**src/rtl/alu_pkg.sv**
```systemverilog
// alu_pkg: ALU op encoding, flag bit indices and operand decode helpers
package alu_pkg;
  localparam logic [1:0] OP_ADD = 2'b00;
  localparam logic [1:0] OP_ADC = 2'b01;
  localparam logic [1:0] OP_SUB = 2'b10;
  localparam logic [1:0] OP_SBC = 2'b11;
  localparam int FLAG_C = 0;
  localparam int FLAG_V = 1;
  localparam int FLAG_Z = 2;
  localparam int FLAG_N = 3;

  function automatic logic inv_b(input logic [1:0] op);
    return (op == OP_SUB) || (op == OP_SBC);
  endfunction

  function automatic logic eff_cin(input logic [1:0] op, input logic cin);
    return (op == OP_ADD) ? 1'b0 : (op == OP_SUB) ? 1'b1 : cin;
  endfunction
endpackage

```
**src/rtl/cla_slice.sv**
```systemverilog
// cla_slice: combinational N-bit two-level carry-lookahead adder slice
module cla_slice #(
  parameter int N = 16,
  parameter int GROUP = 4
) (
  input  logic [N-1:0] a,
  input  logic [N-1:0] b,
  input  logic         cin,
  output logic [N-1:0] sum,
  output logic         cout,
  output logic         c_msb,
  output logic         zero
);
  localparam int NG = N / GROUP;
  logic [N-1:0] g, p;
  logic [NG-1:0] gg, gp;
  logic [N:0] c;
  assign g = a & b;
  assign p = a ^ b;
  always_comb begin
    gg = '0;
    gp = '0;
    c = '0;
    for (int i = 0; i < NG; i++) begin
      gp[i] = &p[i*GROUP +: GROUP];
      for (int j = 0; j < GROUP; j++) gg[i] = g[i*GROUP+j] | (p[i*GROUP+j] & gg[i]);
    end
    c[0] = cin;
    for (int i = 0; i < NG; i++) begin
      c[(i+1)*GROUP] = gg[i] | (gp[i] & c[i*GROUP]);
      for (int j = 1; j < GROUP; j++) c[i*GROUP+j] = g[i*GROUP+j-1] | (p[i*GROUP+j-1] & c[i*GROUP+j-1]);
    end
  end
  assign sum = p ^ c[N-1:0];
  assign cout = c[N];
  assign c_msb = c[N-1];
  assign zero = ~|sum;
endmodule

```
**src/rtl/cla_addsub_pipe.sv**
```systemverilog
// cla_addsub_pipe: pipelined carry-lookahead add/sub with valid/ready handshake,
// C/V/Z/N flags and a pass-through tag; one slice of the add per stage.
module cla_addsub_pipe
  import alu_pkg::*;
#(
  parameter int WIDTH = 32,
  parameter int GROUP = 4,
  parameter int STAGES = 2,
  parameter int TAG_W = 5
) (
  input  logic             clk,
  input  logic             rst_n,
  input  logic             in_valid,
  output logic             in_ready,
  input  logic [WIDTH-1:0] in_a,
  input  logic [WIDTH-1:0] in_b,
  input  logic [1:0]       in_op,
  input  logic             in_cin,
  input  logic [TAG_W-1:0] in_tag,
  output logic             out_valid,
  input  logic             out_ready,
  output logic [WIDTH-1:0] out_sum,
  output logic             out_c,
  output logic             out_v,
  output logic             out_z,
  output logic             out_n,
  output logic [TAG_W-1:0] out_tag
);
  localparam int SW = WIDTH / STAGES;
  logic adv;
  logic [WIDTH-1:0] x_in [STAGES];
  logic [WIDTH-1:0] y_in [STAGES];
  logic [WIDTH-1:0] x_r [STAGES];
  logic [WIDTH-1:0] y_r [STAGES];
  logic [SW-1:0] s_sum [STAGES];
  logic [TAG_W-1:0] t_in [STAGES];
  logic [TAG_W-1:0] t_r [STAGES];
  logic cm [STAGES];
  logic [STAGES-1:0] c_in, z_in, vl_in, co, zs, c_r, z_r, vl_r;
  logic v_r;
  assign adv = !out_valid || out_ready;
  assign in_ready = adv;
  // x carries finished sums in its low slices and untouched A bits above them
  always_comb begin
    x_in[0] = in_a;
    y_in[0] = inv_b(in_op) ? ~in_b : in_b;
    t_in[0] = in_tag;
    c_in[0] = eff_cin(in_op, in_cin);
    z_in[0] = 1'b1;
    vl_in[0] = in_valid;
    for (int i = 1; i < STAGES; i++) begin
      x_in[i] = x_r[i-1];
      y_in[i] = y_r[i-1];
      t_in[i] = t_r[i-1];
      c_in[i] = c_r[i-1];
      z_in[i] = z_r[i-1];
      vl_in[i] = vl_r[i-1];
    end
  end
  for (genvar s = 0; s < STAGES; s++) begin : g_st
    cla_slice #(.N(SW), .GROUP(GROUP)) u_slice (
      .a(x_in[s][s*SW +: SW]),
      .b(y_in[s][s*SW +: SW]),
      .cin(c_in[s]),
      .sum(s_sum[s]),
      .cout(co[s]),
      .c_msb(cm[s]),
      .zero(zs[s])
    );
  end
  always_ff @(posedge clk or negedge rst_n)
    if (!rst_n) begin
      for (int i = 0; i < STAGES; i++) begin
        x_r[i] <= '0;
        y_r[i] <= '0;
        t_r[i] <= '0;
      end
      c_r <= '0;
      z_r <= '0;
      vl_r <= '0;
      v_r <= 1'b0;
    end else if (adv) begin
      for (int i = 0; i < STAGES; i++) begin
        x_r[i] <= x_in[i];
        x_r[i][i*SW +: SW] <= s_sum[i];
        y_r[i] <= y_in[i];
        t_r[i] <= t_in[i];
      end
      c_r <= co;
      z_r <= z_in & zs;
      vl_r <= vl_in;
      v_r <= cm[STAGES-1] ^ co[STAGES-1];
    end
  assign out_valid = vl_r[STAGES-1];
  assign out_sum = x_r[STAGES-1];
  assign out_c = c_r[STAGES-1];
  assign out_v = v_r;
  assign out_z = z_r[STAGES-1];
  assign out_n = x_r[STAGES-1][WIDTH-1];
  assign out_tag = t_r[STAGES-1];
endmodule

```
**config.mk**
```make
export PLATFORM = sky130hd
export DESIGN_NAME = cla_addsub_pipe
export DESIGN_NICKNAME = d
export VERILOG_FILES = /design/src/rtl/alu_pkg.sv /design/src/rtl/cla_slice.sv /design/src/rtl/cla_addsub_pipe.sv
export SDC_FILE = /design/constraint.sdc
export NUM_CORES = 1
export LEC_CHECK = 0
export ABC_AREA = 1
export CORE_MARGIN = 2
export CORE_UTILIZATION = 55
export DETAILED_ROUTE_END_ITERATION = 10
export PLACE_DENSITY_LB_ADDON = 0.2
export RECOVER_POWER = 100
export SYNTH_ARGS = -nofsm -noshare
export SYNTH_HDL_FRONTEND = slang
export SYNTH_SLANG_ARGS = --single-unit
export TNS_END_PERCENT = 20
```
**constraint.sdc**
```tcl
create_clock -name clk -period 7.17 [get_ports clk]
set_input_delay 1.434 -clock clk [delete_from_list [all_inputs] [get_ports clk]]
set_output_delay 1.434 -clock clk [all_outputs]
set_load 0.005 [all_outputs]
```
Word-level counts from Yosys, hierarchy flattened
Cells that the tools add are included.
{"block": "op_classes", "n_eq_ne": 2, "mux": 3, "n_bitwise": 121, "reduce_logical": 16}
{"op": "XOR 16 bit", "n": 4}
{"op": "AND 1 bit", "n": 56}
{"op": "bitwise OR 1 bit", "n": 56}
{"op": "AND 16 bit", "n": 2}
{"op": "2-to-1 mux 32 bit", "n": 1}
{"op": "inverter 32 bit", "n": 1}
{"op": "AND reduction 4 bit", "n": 8}
{"op": "OR reduction 16 bit", "n": 2}
{"op": "== test 2 bit, second input constant", "n": 2}
{"op": "logical NOT 1 bit", "n": 3}
{"op": "AND 2 bit", "n": 1}
{"op": "logical NOT 2 bit", "n": 1}
{"op": "logical OR 1 bit", "n": 2}
{"op": "2-to-1 mux 1 bit", "n": 2}
{"op": "XOR 1 bit", "n": 1}
{"block": "word_totals", "regBits": 113, "inputBits": 76, "out_inout_bits": 43, "wordCells": 151}

Longest topological paths before layout
{"block": "depth", "word_depth": 25, "ltp_mapped": 20, "depth_no_buf": 18}

Hierarchy
Synthesis repeated with hierarchy kept, for this count alone.
{"block": "unflattened", "cells_unflattened": 658, "area_unflattened_um2": 5555.3}
{"mod": "cla_addsub_pipe", "instances": 1, "cells_per_inst": 473, "area_per_inst_um2": 4035.1}
{"mod": "cla_slice (g_st[0].u_slice)", "instances": 1, "cells_per_inst": 92, "area_per_inst_um2": 764.5}
{"mod": "cla_slice (g_st[1].u_slice)", "instances": 1, "cells_per_inst": 93, "area_per_inst_um2": 755.7}

Worst setup path after synthesis
Ideal clock, no wire load.
{"block": "synth_path", "path_type": "input -> register", "startpoint": "input in_op[1]", "endpoint": "register z_r[0]", "arrival_time_ps": 4628, "required_ps": 7060, "slack_ps": 2431, "path_stages": 20, "path_buffers": 2, "path_cell_list": "buf_4 -> buf_2 -> xnor2_1 -> inv_1 -> ha_1 -> nand2_1 -> nor2_1 -> o21ai_0 -> nand2_1 -> nand2_1 -> nand2_1 -> nand2_1 -> nand2_1 -> inv_1 -> fa_1 -> fa_1 -> fa_1 -> xor2_1 -> nand4_1 -> o41ai_1"}
{"block": "synth_via", "elab_chain_len": 25, "elab_cells_between_ends": 64, "cone_classes": "eq/ne: 2; mux: 3; bitwise: 52; reduce/logical: 7"}
{"item": "start, declared", "line_no": "cla_addsub_pipe.sv:17", "source": "input logic [1:0] in_op,"}
{"item": "== test 2 bit (on tied branches)", "line_no": "alu_pkg.sv:13, alu_pkg.sv:17"}
{"item": "logical OR 1 bit", "line_no": "alu_pkg.sv:13", "source": "return (op == OP_SUB) || (op == OP_SBC);"}
{"item": "2-to-1 mux 32 bit", "line_no": "cla_addsub_pipe.sv:46", "source": "y_in[0] = inv_b(in_op) ? ~in_b : in_b;"}
{"item": "XOR 16 bit / AND 16 bit (equally long branches)", "line_no": "cla_slice.sv:19, cla_slice.sv:18"}
{"item": "AND 1 bit", "line_no": "cla_slice.sv:26", "source": "for (int j = 0; j < GROUP; j++) gg[i] = g[i*GROUP+j] | (p[i*GROUP+j] & gg[i]);"}
{"item": "bitwise OR 1 bit", "line_no": "cla_slice.sv:26"}
{"item": "AND 1 bit", "line_no": "cla_slice.sv:26"}
{"item": "bitwise OR 1 bit", "line_no": "cla_slice.sv:26"}
{"item": "[... 9 more ...]"}
{"item": "AND 1 bit", "line_no": "cla_slice.sv:31", "source": "for (int j = 1; j < GROUP; j++) c[i*GROUP+j] = g[i*GROUP+j-1] | (p[i*GROUP+j-1] & c[i*GROUP+j-1]);"}
{"item": "bitwise OR 1 bit", "line_no": "cla_slice.sv:31"}
{"item": "AND 1 bit", "line_no": "cla_slice.sv:31"}
{"item": "bitwise OR 1 bit", "line_no": "cla_slice.sv:31"}
{"item": "XOR 16 bit *", "line_no": "cla_slice.sv:34", "source": "assign sum = p ^ c[N-1:0];"}
{"item": "OR reduction 16 bit *", "line_no": "cla_slice.sv:37", "source": "assign zero = ~|sum;"}
{"item": "logical NOT 1 bit *", "line_no": "cla_slice.sv:37"}
{"item": "AND 2 bit *", "line_no": "cla_addsub_pipe.sv:90", "source": "z_r <= z_in & zs;"}
{"item": "end signal, assigned", "line_no": "cla_addsub_pipe.sv:90"}
{"item": "end, declared", "line_no": "cla_addsub_pipe.sv:39", "source": "logic [STAGES-1:0] c_in, z_in, vl_in, co, zs, c_r, z_r, vl_r;"}
Every way passes the cells marked *; elsewhere a longest branch is shown, timed or not.
A chain may end at the register's enable or synchronous reset.

Final worst setup path
Same ends and word-level chain as after synthesis.

==> flow_metrics.py <==
metrics = {
    "timing": {
        "period_share_pct": 80.54,
        "whs_ns": 0.4650,
        "slew_violations": 260,
        "post-route-min-period_ns": 5.775,
        "clock_skew_ns": 0.01999,
        "max_freq_mhz": 173.2,
        "relSlewSlack_pct": -86.43,
        "tightest_slew_ns": 2.797,
        "rsz0062_at_grt": "no",
        "tns_ns": 0,
        "finalSetupViolations": 0,
        "finalHoldViolCount": 0,
    },
    "grt": {
        "grt_pass1_vias": 4217,
        "grt_pass1_wl_um": 19050,
        "track_usage_pct": 23.22,
        "antenna_found_initial": 0,
        "grt_max_degree": 129,
        "grt_overflow_total": 0,
    },
    "detailed_routing": {
        "wl_um": 11630,
        "drt_iter0_drc": 185,
        "ant_nets": 0,
        "vias_per_cell": 5.005,
        "vias": 4189,
        "first_pass_iters": 4,
        "routedWlPerCell_um": 13.90,
        "drcViolationCount": 0,
    },
    "yosys": {
        "yosysTopAreaCell": "dfrtp_1",
        "syn_area_um2": 5348,
        "syn_avg_cell_area_um2": 8.973,
        "synth.area.top_cells": "dfrtp_1 (45%), nand2_1 (16%), fa_1 (9.0%)",
        "synth_top_area_share_pct": 45.39,
        "ys_ff_latch": 97,
        "synth_cell_types": 28,
        "syn_nets": 728,
        "synth-seq-area-share_pct": 45.39,
        "yosysWarnings": 0,
        "syn_inst": 596,
    },
    "power_and_ir_drop": {
        "ir_drop_mv": 0.1853,
        "p_per_area_nw_per_um2": 266.7,
        "p_leak_nw": 3.312,
    },
    "worst_hold_path": {
        "hold_path_depth": 2,
        "hp-class": "flop to flop",
    },
    "cts": {
        "clock_path_buffers": 2,
        "clock_sinks": 97,
        "cts-root-buf": "clkbuf_8",
        "post_cts_buffers": 0,
        "tritoncts": "done",
        "clk_pin_slew_worst_paths_ns": 0.09,
        "clock_latency_ns": 0.36,
        "htree_num_levels": 3,
        "ctsHoldBuffers": 0,
        "ctsResizeCount": 0,
        "cts_buffers": 9,
    },
    "status": {
        "outcome": "finished with violations",
        "violations": "capacitance limit, slew limit",
    },
    "worst_setup_path": {
        "ff2ff_setup_slack_ns": 3.77,
        "crit_path_max_fanout": 22,
        "worstSetupPathType": "input pin to flop",
        "endpoint_kind": "flop",
        "worstPathArrival_ns": 6.00,
        "crit_required_ns": 7.39,
        "start_kind": "input pin",
        "r2r_cells": 8,
    },
    "finish": {
        "final_common_cell": "nand2_1",
        "nFillCells": 715,
        "multi_input_area_um2": 2610,
        "final_layout_size_suffix_gt1_share_pct": 3.672,
        "regArea_um2": 2427,
        "layout.nets": 835,
        "syn_to_final_growth_pct": 26.77,
        "antennaDiodeCount": 0,
        "final_cell_mix": "nand2_1 (229), dfrtp_1 (97), clkdlybuf4s50_1 (72), inv_1 (47), dlygate4sd3_1 (44)",
    },
    "floorplanning": {
        "die_h_um": 102.6,
        "die-area_um2": 10530,
        "start_util_pct": 57.33,
        "die_x_um": 102.6,
        "core_um2": 9328,
        "num_io_pins": 119,
        "rows": 35,
    },
    "flow_run": {
        "max_cap_violations": 4,
    },
    "placement": {
        "place.gp.congestion": 0.8459,
        "dp_hpwl_um": 8541,
        "portBuffers": 118,
    },
}
==> cells in the mapped netlist <==
cell,number
nand2_1,229
dfrtp_1,97
inv_1,48
o21ai_0,41
ha_1,32
xnor2_1,32
fa_1,24
nor2_1,16
a21oi_1,15
buf_2,14
xor2_1,7
nand3_1,6
clkbuf_1,5
nand2_2,5
nand4_1,5
buf_4,4
buf_1,3
nor3_1,2
o21bai_1,2
a211oi_1,1
a21o_1,1
a21oi_2,1
a31oi_1,1
nand3_2,1
nor4_1,1
o21a_1,1
o41ai_1,1
or4_1,1
==> cell type report <==
class                           instances  share of cell area (%)
Inverter                               48                   2.658
Multi-Input combinational cell        425                   38.50
Timing Repair Buffer                  122                   17.55
Sequential cell                        97                   35.81
Clock inverter                          6                   1.071
Tap cell                              129                   2.381
Clock buffer                           10                   2.030
==> through the flow <==
| stage | utilization, % | total power, mW | area [um^2] | instances | setup WS [ns] |
|---|---|---|---|---|---|
| 2_1_floorplan | - | 1.139 | 5348 | 596 | 2.431 |
| 3_3_place_gp | 70.65 | 1.457 | 6590 | 821 | 1.978 |
| 3_5_place_dp | 70.65 | 1.485 | 6590 | 821 | 1.797 |
| 4_1_cts | 72.90 | 1.860 | 6800 | 837 | 2.171 |
| 5_1_grt | 72.68 | 1.944 | 6779 | 837 | 1.052 |
| 6_report | 72.68 | 1.808 | 6779 | 837 | 1.395 |
==> logic make-up (layout without fill, tap and decap cells) <==
logic type,count (synthesis),after routing,share of synthesized area [%]
AND/OR/NAND/NOR,266,266,19.56
buffers and inverters,74,186,5.803
AO/OA/AOI/OAI,64,64,6.388
flip-flops,97,97,45.39
XOR/XNOR,39,39,6.388
adder cells (fa/ha/maj),56,56,16.47
==> sequential cells by signal (all words and copies together) (netlist names) <==
signal / flops
out_sum: 32
out_tag: 5
z_r: 2
c_r: 2
out_v: 1
y_in: 16
vl_r: 2
t_in: 5
x_in: 32
==> worst paths after layout <==
kind                                from           to
worst max-delay path            in_op[1]       z_r[0]
max in group asynchronous          rst_n        out_v
worst max register to register   vl_r[1]       z_r[1]
worst min-delay path             vl_r[0]      vl_r[1]
min in group asynchronous          rst_n  out_sum[12]
worst min register to register   vl_r[0]      vl_r[1]
==> critical path: stages <==
cell and delay [ns]:
buf_2 0.29, clkbuf_1 1.15, xnor2_1 0.25, inv_1 0.09
ha_1 0.27, nand2_1 0.04, nor2_1 0.08, a21oi_1 0.08
nand2_1 0.08, nand2_1 0.05, nand2_1 0.09, nand2_1 0.06
nand2_1 0.10, inv_1 0.06, fa_1 0.41, fa_1 0.43
fa_1 0.41, xor2_1 0.17, nand4_1 0.10, o41ai_1 0.34
==> power by group <==
part / switching (mW) / internal (mW) / leakage (nW)
clock network: 0.195 / 0.176 / 0.109
registers: 0.0943 / 0.694 / 1.17
logic: 0.321 / 0.328 / 2.03
total: 0.610 / 1.20 / 3.31
==> layer usage <==
| layer | GRT usage, % | vias up | routed length (um) |
|---|---|---|---|
| met5 | 0 | - | 0 |
| met4 | 6.872 | 0 | 203 |
| met3 | 4.068 | 14 | 606 |
| met2 | 38.41 | 122 | 5663 |
| met1 | 31.74 | 1980 | 5160 |
| li1 | - | 2073 | - |
(Power assumes the default switching activity.)
